$ cat config.mk
export PLATFORM = sky130hd
export DESIGN_NAME = ara_runtime_monitor
export DESIGN_NICKNAME = d
export VERILOG_FILES = /design/src/rtl/ara_mon_pkg.sv /design/src/rtl/ara_mon_counter.sv /design/src/rtl/ara_runtime_monitor.sv
export SDC_FILE = /design/constraint.sdc
export NUM_CORES = 1
export LEC_CHECK = 0
export CORE_UTILIZATION = 30
export CTS_BUF_LIST = sky130_fd_sc_hd__clkbuf_8
export CTS_CLUSTER_SIZE = 20
export DETAILED_ROUTE_END_ITERATION = 10
export GPL_TIMING_DRIVEN = 0
export PLACE_DENSITY = 0.48
export SLEW_MARGIN = 25
export SYNTH_ARGS = -nofsm -noshare
export SYNTH_HDL_FRONTEND = slang
export SYNTH_SLANG_ARGS = --single-unit
$ cat constraint.sdc
create_clock -name clk_i -period 7.1 [get_ports clk_i]
set_input_delay 1.42 -clock clk_i [delete_from_list [all_inputs] [get_ports clk_i]]
set_output_delay 1.42 -clock clk_i [all_outputs]
set_load 0.01 [all_outputs]
$ cat src/rtl/ara_mon_pkg.sv
// Shared types and constants for the Ara runtime monitor.
// Optional feature macro: ARA_RUNTIME_MON_SATURATE_EN (see ara_mon_counter).
package ara_mon_pkg;

  typedef enum logic [1:0] {
    IDLE    = 2'd0,
    RUN     = 2'd1,
    STOPPED = 2'd2
  } mon_state_e;

  localparam int DefaultCntWidth = 64;

  // Default meaning of the event strobe bits
  localparam int EvDcacheStall = 0;
  localparam int EvIcacheStall = 1;
  localparam int EvSbFull      = 2;

endpackage

$ cat src/rtl/ara_mon_counter.sv
// Single monitor counter with enable, clear and sticky overflow.
// ARA_RUNTIME_MON_SATURATE_EN defined: hold at all-ones on overflow; undefined: wrap to zero.
module ara_mon_counter #(
  parameter int Width = 64
) (
  input  logic             clk_i,
  input  logic             rst_i,
  input  logic             clear_i,
  input  logic             en_i,
  output logic [Width-1:0] cnt_o,
  output logic             overflow_o
);

  logic [Width-1:0] cnt_q;
  logic             overflow_q;

  always_ff @(posedge clk_i) begin
    if (rst_i || clear_i) begin
      cnt_q      <= '0;
      overflow_q <= 1'b0;
    end else if (en_i) begin
      if (&cnt_q) begin
        overflow_q <= 1'b1;
`ifdef ARA_RUNTIME_MON_SATURATE_EN
        cnt_q      <= cnt_q;
`else
        cnt_q      <= '0;
`endif
      end else begin
        cnt_q <= cnt_q + 1'b1;
      end
    end
  end

  assign cnt_o      = cnt_q;
  assign overflow_o = overflow_q;

endmodule

$ cat src/rtl/ara_runtime_monitor.sv
// Vector-runtime and event monitor: FSM, pending tracking and snapshot registers.
// Counter overflow behaviour depends on ARA_RUNTIME_MON_SATURATE_EN.
module ara_runtime_monitor
  import ara_mon_pkg::*;
#(
  parameter int NrClusters = 1,
  parameter int NrEvents   = 3,
  parameter int CntWidth   = DefaultCntWidth
) (
  input  logic                         clk_i,
  input  logic                         rst_i,
  input  logic                         sw_en_i,
  input  logic                         acc_req_valid_i,
  input  logic [NrClusters-1:0]        cluster_idle_i,
  input  logic [NrEvents-1:0]          event_i,
  input  logic                         clear_i,
  output logic [CntWidth-1:0]          runtime_o,
  output logic [NrEvents*CntWidth-1:0] event_cnt_o,
  output logic                         snap_valid_o,
  output logic [NrEvents:0]            overflow_o,
  output logic [1:0]                   state_o
);

  mon_state_e                  state_q, state_d;
  logic                        pending_q, pending_d;
  logic                        snap;
  logic                        all_idle;
  logic                        count_en;
  logic [CntWidth-1:0]         cnt [NrEvents+1];
  logic [CntWidth-1:0]         runtime_q;
  logic [NrEvents*CntWidth-1:0] event_snap_q;
  logic                        snap_valid_q;

  assign all_idle = &cluster_idle_i;
  assign count_en = (state_q == RUN);

  // Counter 0 is the runtime, counter k+1 tracks event k
  for (genvar g = 0; g <= NrEvents; g++) begin : gen_cnt
    logic inc;
    if (g == 0) begin : gen_rt
      assign inc = count_en;
    end else begin : gen_ev
      assign inc = count_en & event_i[g-1];
    end
    ara_mon_counter #(
      .Width(CntWidth)
    ) i_cnt (
      .clk_i     (clk_i),
      .rst_i     (rst_i),
      .clear_i   (clear_i),
      .en_i      (inc),
      .cnt_o     (cnt[g]),
      .overflow_o(overflow_o[g])
    );
  end

  always_comb begin
    state_d   = state_q;
    pending_d = pending_q;
    snap      = 1'b0;
    case (state_q)
      IDLE: begin
        if (sw_en_i && acc_req_valid_i) begin
          state_d   = RUN;
          pending_d = 1'b1;
        end
      end
      RUN: begin
        snap = pending_q && all_idle && !acc_req_valid_i;
        if (snap) begin
          pending_d = 1'b0;
        end else if (acc_req_valid_i) begin
          pending_d = 1'b1;
        end
        if (!sw_en_i && all_idle && !pending_q) begin
          state_d = STOPPED;
        end
      end
      STOPPED: begin
        state_d = STOPPED;
      end
      default: begin
        state_d   = IDLE;
        pending_d = 1'b0;
      end
    endcase
  end

  // Snapshots take the counter values from the start of the cycle, before this cycle's increment
  always_ff @(posedge clk_i) begin
    if (rst_i || clear_i) begin
      state_q      <= IDLE;
      pending_q    <= 1'b0;
      runtime_q    <= '0;
      event_snap_q <= '0;
      snap_valid_q <= 1'b0;
    end else begin
      state_q      <= state_d;
      pending_q    <= pending_d;
      snap_valid_q <= snap;
      if (snap) begin
        runtime_q <= cnt[0];
        for (int k = 0; k < NrEvents; k++) begin
          event_snap_q[k*CntWidth +: CntWidth] <= cnt[k+1];
        end
      end
    end
  end

  assign runtime_o    = runtime_q;
  assign event_cnt_o  = event_snap_q;
  assign snap_valid_o = snap_valid_q;
  assign state_o      = state_q;

endmodule

==> impl_results.md <==
- YS warnings: 0
- Initial antenna violation count: 4
- PostCTS Resize Cnt: 0
- Setup Skew: 0.02846 ns
- HP Class: reg2reg
- Setup slack, reg-to-reg: ~2.5 ns
- Routed Antenna Nets: 0
- Register bit total from synthesis: 520
- LEAKAGE: ~8 nW
- I/O pins: 272
- Relative slew slack: around 30%
- Rows: 96
- Req. time, crit path: approximately 7.6 ns
- Min-delay src: event_cnt_o[26]$_SDFFE_PP0P_
- Placed Area: 24920 sq um
- Final hold vios: 0
- Slew @ Worst Pin: approximately 1.0 ns
- Synth Instances: between 2000 and 3000
- RR Endpoint: gen_cnt[1].i_cnt.cnt_o[40]$_SDFFE_PP0P_
- Final setup TNS: 0 ns
- Final instance area: 27000 sq um
- Setup violators final: 0
- Port Buf Inserts: between 200 and 300
- Clk sinks: 520
- CTS Buffer Depth: 3
- Slowest stage delay, CP: ~0.7 ns
- Pint: roughly 0.0047 W
- Die Wd: about 270 um
- Multi-input logic area: around 10000 sq um
- Hold Crit Depth: 2
- Max Slew Vio Count: 0
- Fill cells: about 7200
- Post-synth cell types: 47
- Total grt overflow: 0
- Startpoint types: flop
- Initial Utilization: roughly 30%
- Reg2reg path depth: 9
- Nets: around 3000
- Endpoint class of the critical path: flop
- Hold endpoint: event_cnt_o[26]$_SDFFE_PP0P_
- Synth async-reset ratio: 0%
- Worst Path Arrival: between 5 and 6 ns
- Final min period: roughly 4.6 ns
- Final Cycle Share: between 60% and 70%
- Drt first pass iters: 5
- H-tree depth: 3
- First-pass GRT wire length: 101200 um
- Placeable Area: just under 70000 sq um
- CTS tree: built
- Gr usage total: 17.76%
- Register Area: ~10000 sq um
- FF-to-FF Start: state_o[1]$_SDFFE_PP0P_
- Switching Share: 22.95%
- Hpwl dp: around 47000 um
- Status: finished clean
- CTS Hold Buffers Added: 0
- Clock buffer count from CTS: 94
- Fraction of layout cells with a size suffix above 1: around 6.3%
- Sw Pwr: around 0.0014 W
- Register area share after synthesis: approximately 50%
- CP Class: reg2reg
- DRT iter0 DRCs: around 860
- Sequence of cells on the critical path: inv_1 > ha_1 > clkbuf_1 > nand4_1 > nor2_1 > nand4_1 > o21ai_1 > clkbuf_1 > a21oi_1
- Mean routed wirelength per cell: about 16 um
- Crit-path max FO: 11
- Seq pwr share: between 40 and 50%
- # DRC: 0
- Slowest cell on crit path: o21ai_1
- Total Wirelength: ~64000 um
- Vias: about 19000
- Max-Cap Viols: 0
- Final hold slack: about 0.45 ns
- Clock Power Share: between 50% and 60%
- Die footprint: slightly above 70000 sq um
- Fmax: 0.2181 GHz
- VDD IR max: around 0.11 mV
- CTS clk-pin slew, worst paths: 0.06 ns
- Synth Net Count: 2624
- RSZ-0062 raised after global routing: false
- Combinational share of power: 1.5%
- Power per cell area: approximately 230 nW/um^2
- Syn_area_per_cell: 8.050 sq um
- Pin count of the biggest net entering global routing: 14
- GPL Wtd Cong: approximately 0.83
- Root Buffer: clkbuf_8
- Post-synth EDFFs: 0
- Number of global-route vias before repair: around 19000
- Cell Area, Synth: 21000 sq um
- Vias per cell: roughly 4.8
- Post-CTS Setup Bufs: 0
- Main synth FF type: dfxtp_1
- Die H: approximately 270 um
- Area Growth Syn to Fin: 28.60%
- Worst skew pair latency: around 0.7 ns
-- synthesized netlist by cell type, drive strengths merged, types with 2 or more instances --
master  count  share of area, %
xnor2     114               4.8
a21oi     278               6.6
nand2     630                11
clkbuf    122               2.2
nor4       36               1.2
xor2      120               5.0
ha          7              0.42
and3       28              0.83
inv        24              0.43
nor3       61               1.5
or3        18              0.54
nor3b       2             0.071
nor4b       4              0.17
and4       31               1.3
dfxtp     520                50
a31oi       2             0.060
o21ai      13              0.31
and2       18              0.54
nand4b      2             0.083
nand3     114               2.7
or2         7              0.21
nand4      97               2.9
or4        10              0.41
nor2      319               5.7
buf        15              0.56
nand2b      3             0.089
-- kinds of logic after synthesis --
family                     count (synthesis)  share of synthesized area, %
AOI/OAI and AO/OA                        301                         7.336
muxes                                      2                        0.1013
DFF                                      520                         49.58
xor gates and xnor gates                 234                         9.762
buffers and inverters                    161                         3.170
and+or+nand+nor                         1383                         29.63
adders and majority gates                  7                        0.4171
-- worst max-delay path, delay by kind of cell (launching register included) --
family          cells  cell delay [ns]
buf+inv             3             1.42
flops               1             0.36
fa+ha+maj           1             0.56
compound gates      2             0.81
simple gates        3             1.25
-- registers in the layout, summed over array words and instances (netlist names) --
| register | count |
|---|---|
| state_o | 2 |
| gen_cnt.i_cnt.cnt_o | 256 |
| event_cnt_o | 192 |
| pending_q | 1 |
| runtime_o | 64 |
| snap_valid_o | 1 |
| gen_cnt.i_cnt.overflow_o | 4 |
-- through the flow --
step           power [W]  util [%]  setup WS [ns]  instances
6_report        0.006084     39.16          2.514       3986
5_1_grt         0.006320     39.15          2.235       3984
4_1_cts         0.006187     39.14          2.469       3983
3_5_place_dp    0.003077     36.15          2.260       3812
3_3_place_gp    0.003076     36.08          2.091       3810
2_1_floorplan   0.003037         -          3.898       2608
-- worst max path at each step --
stage / cells after the start / end / from
2_1_floorplan: 6 / gen_cnt[3].i_cnt.cnt_o[53]$_SDFFE_PP0P_ / event_i[2]
3_3_place_gp: 7 / gen_cnt[3].i_cnt.cnt_o[63]$_SDFFE_PP0P_ / event_i[2]
4_1_cts: 9 / gen_cnt[1].i_cnt.cnt_o[3]$_SDFFE_PP0P_ / state_o[1]$_SDFFE_PP0P_
6_report: 9 / gen_cnt[1].i_cnt.cnt_o[40]$_SDFFE_PP0P_ / state_o[1]$_SDFFE_PP0P_
5_1_grt: 9 / gen_cnt[1].i_cnt.cnt_o[3]$_SDFFE_PP0P_ / state_o[1]$_SDFFE_PP0P_
3_5_place_dp: 9 / gen_cnt[2].i_cnt.cnt_o[2]$_SDFFE_PP0P_ / event_i[1]
-- metal layers --
metal | wire (um) | track usage (%) | part of all wire (%) | up-vias
li1 | - | - | - | 9489
met1 | 30680 | 23.80 | 48 | 9033
met2 | 28370 | 28.07 | 44 | 391
met3 | 3718 | 4.484 | 5.8 | 98
met4 | 1136 | 5.048 | 1.8 | 4
met5 | 29 | 0 | 0.045 | -
-- layout by cell type, fill, tap and decap left out, drive strengths merged, types with 2 or more instances in the layout --
cell           count
inv               53
clkbuf           246
ha                 7
nand4             97
a21oi            278
or4               10
clkdlybuf4s50    271
nand2            630
nor2             319
and3              28
xor2             120
and2              18
dfxtp            520
xnor2            114
or3               18
nor4              36
nor4b              4
a31oi              2
nor3              61
nand3            114
nor3b              2
clkinv            13
buf               17
nand2b             3
or2                7
bufinv             5
nand4b             2
diode              3
and4              31
o21ai             13
-- power groups by stage --
stage	clock [W]	combinational, W	sequential, W
after floorplan	0	0.0000530	0.00298
after global placement	0	0.0000912	0.00298
after detailed placement	0	0.0000924	0.00298
after CTS	0.00317	0.0000928	0.00292
after global routing	0.00330	0.000101	0.00292
final	0.00307	0.0000915	0.00292
-- layout make-up --
type,count,area share (%)
Buffer,137,2.155
Tap cell,931,4.314
Clock inverter,47,1.311
Multi-Input combinational cell,1927,36.89
Timing Repair Buffer,273,10.09
Antenna cell,3,0.02780
Clock buffer,124,6.321
Inverter,24,0.3337
Sequential cell,520,38.56
No activity file was read; power rests on OpenSTA's default activity.
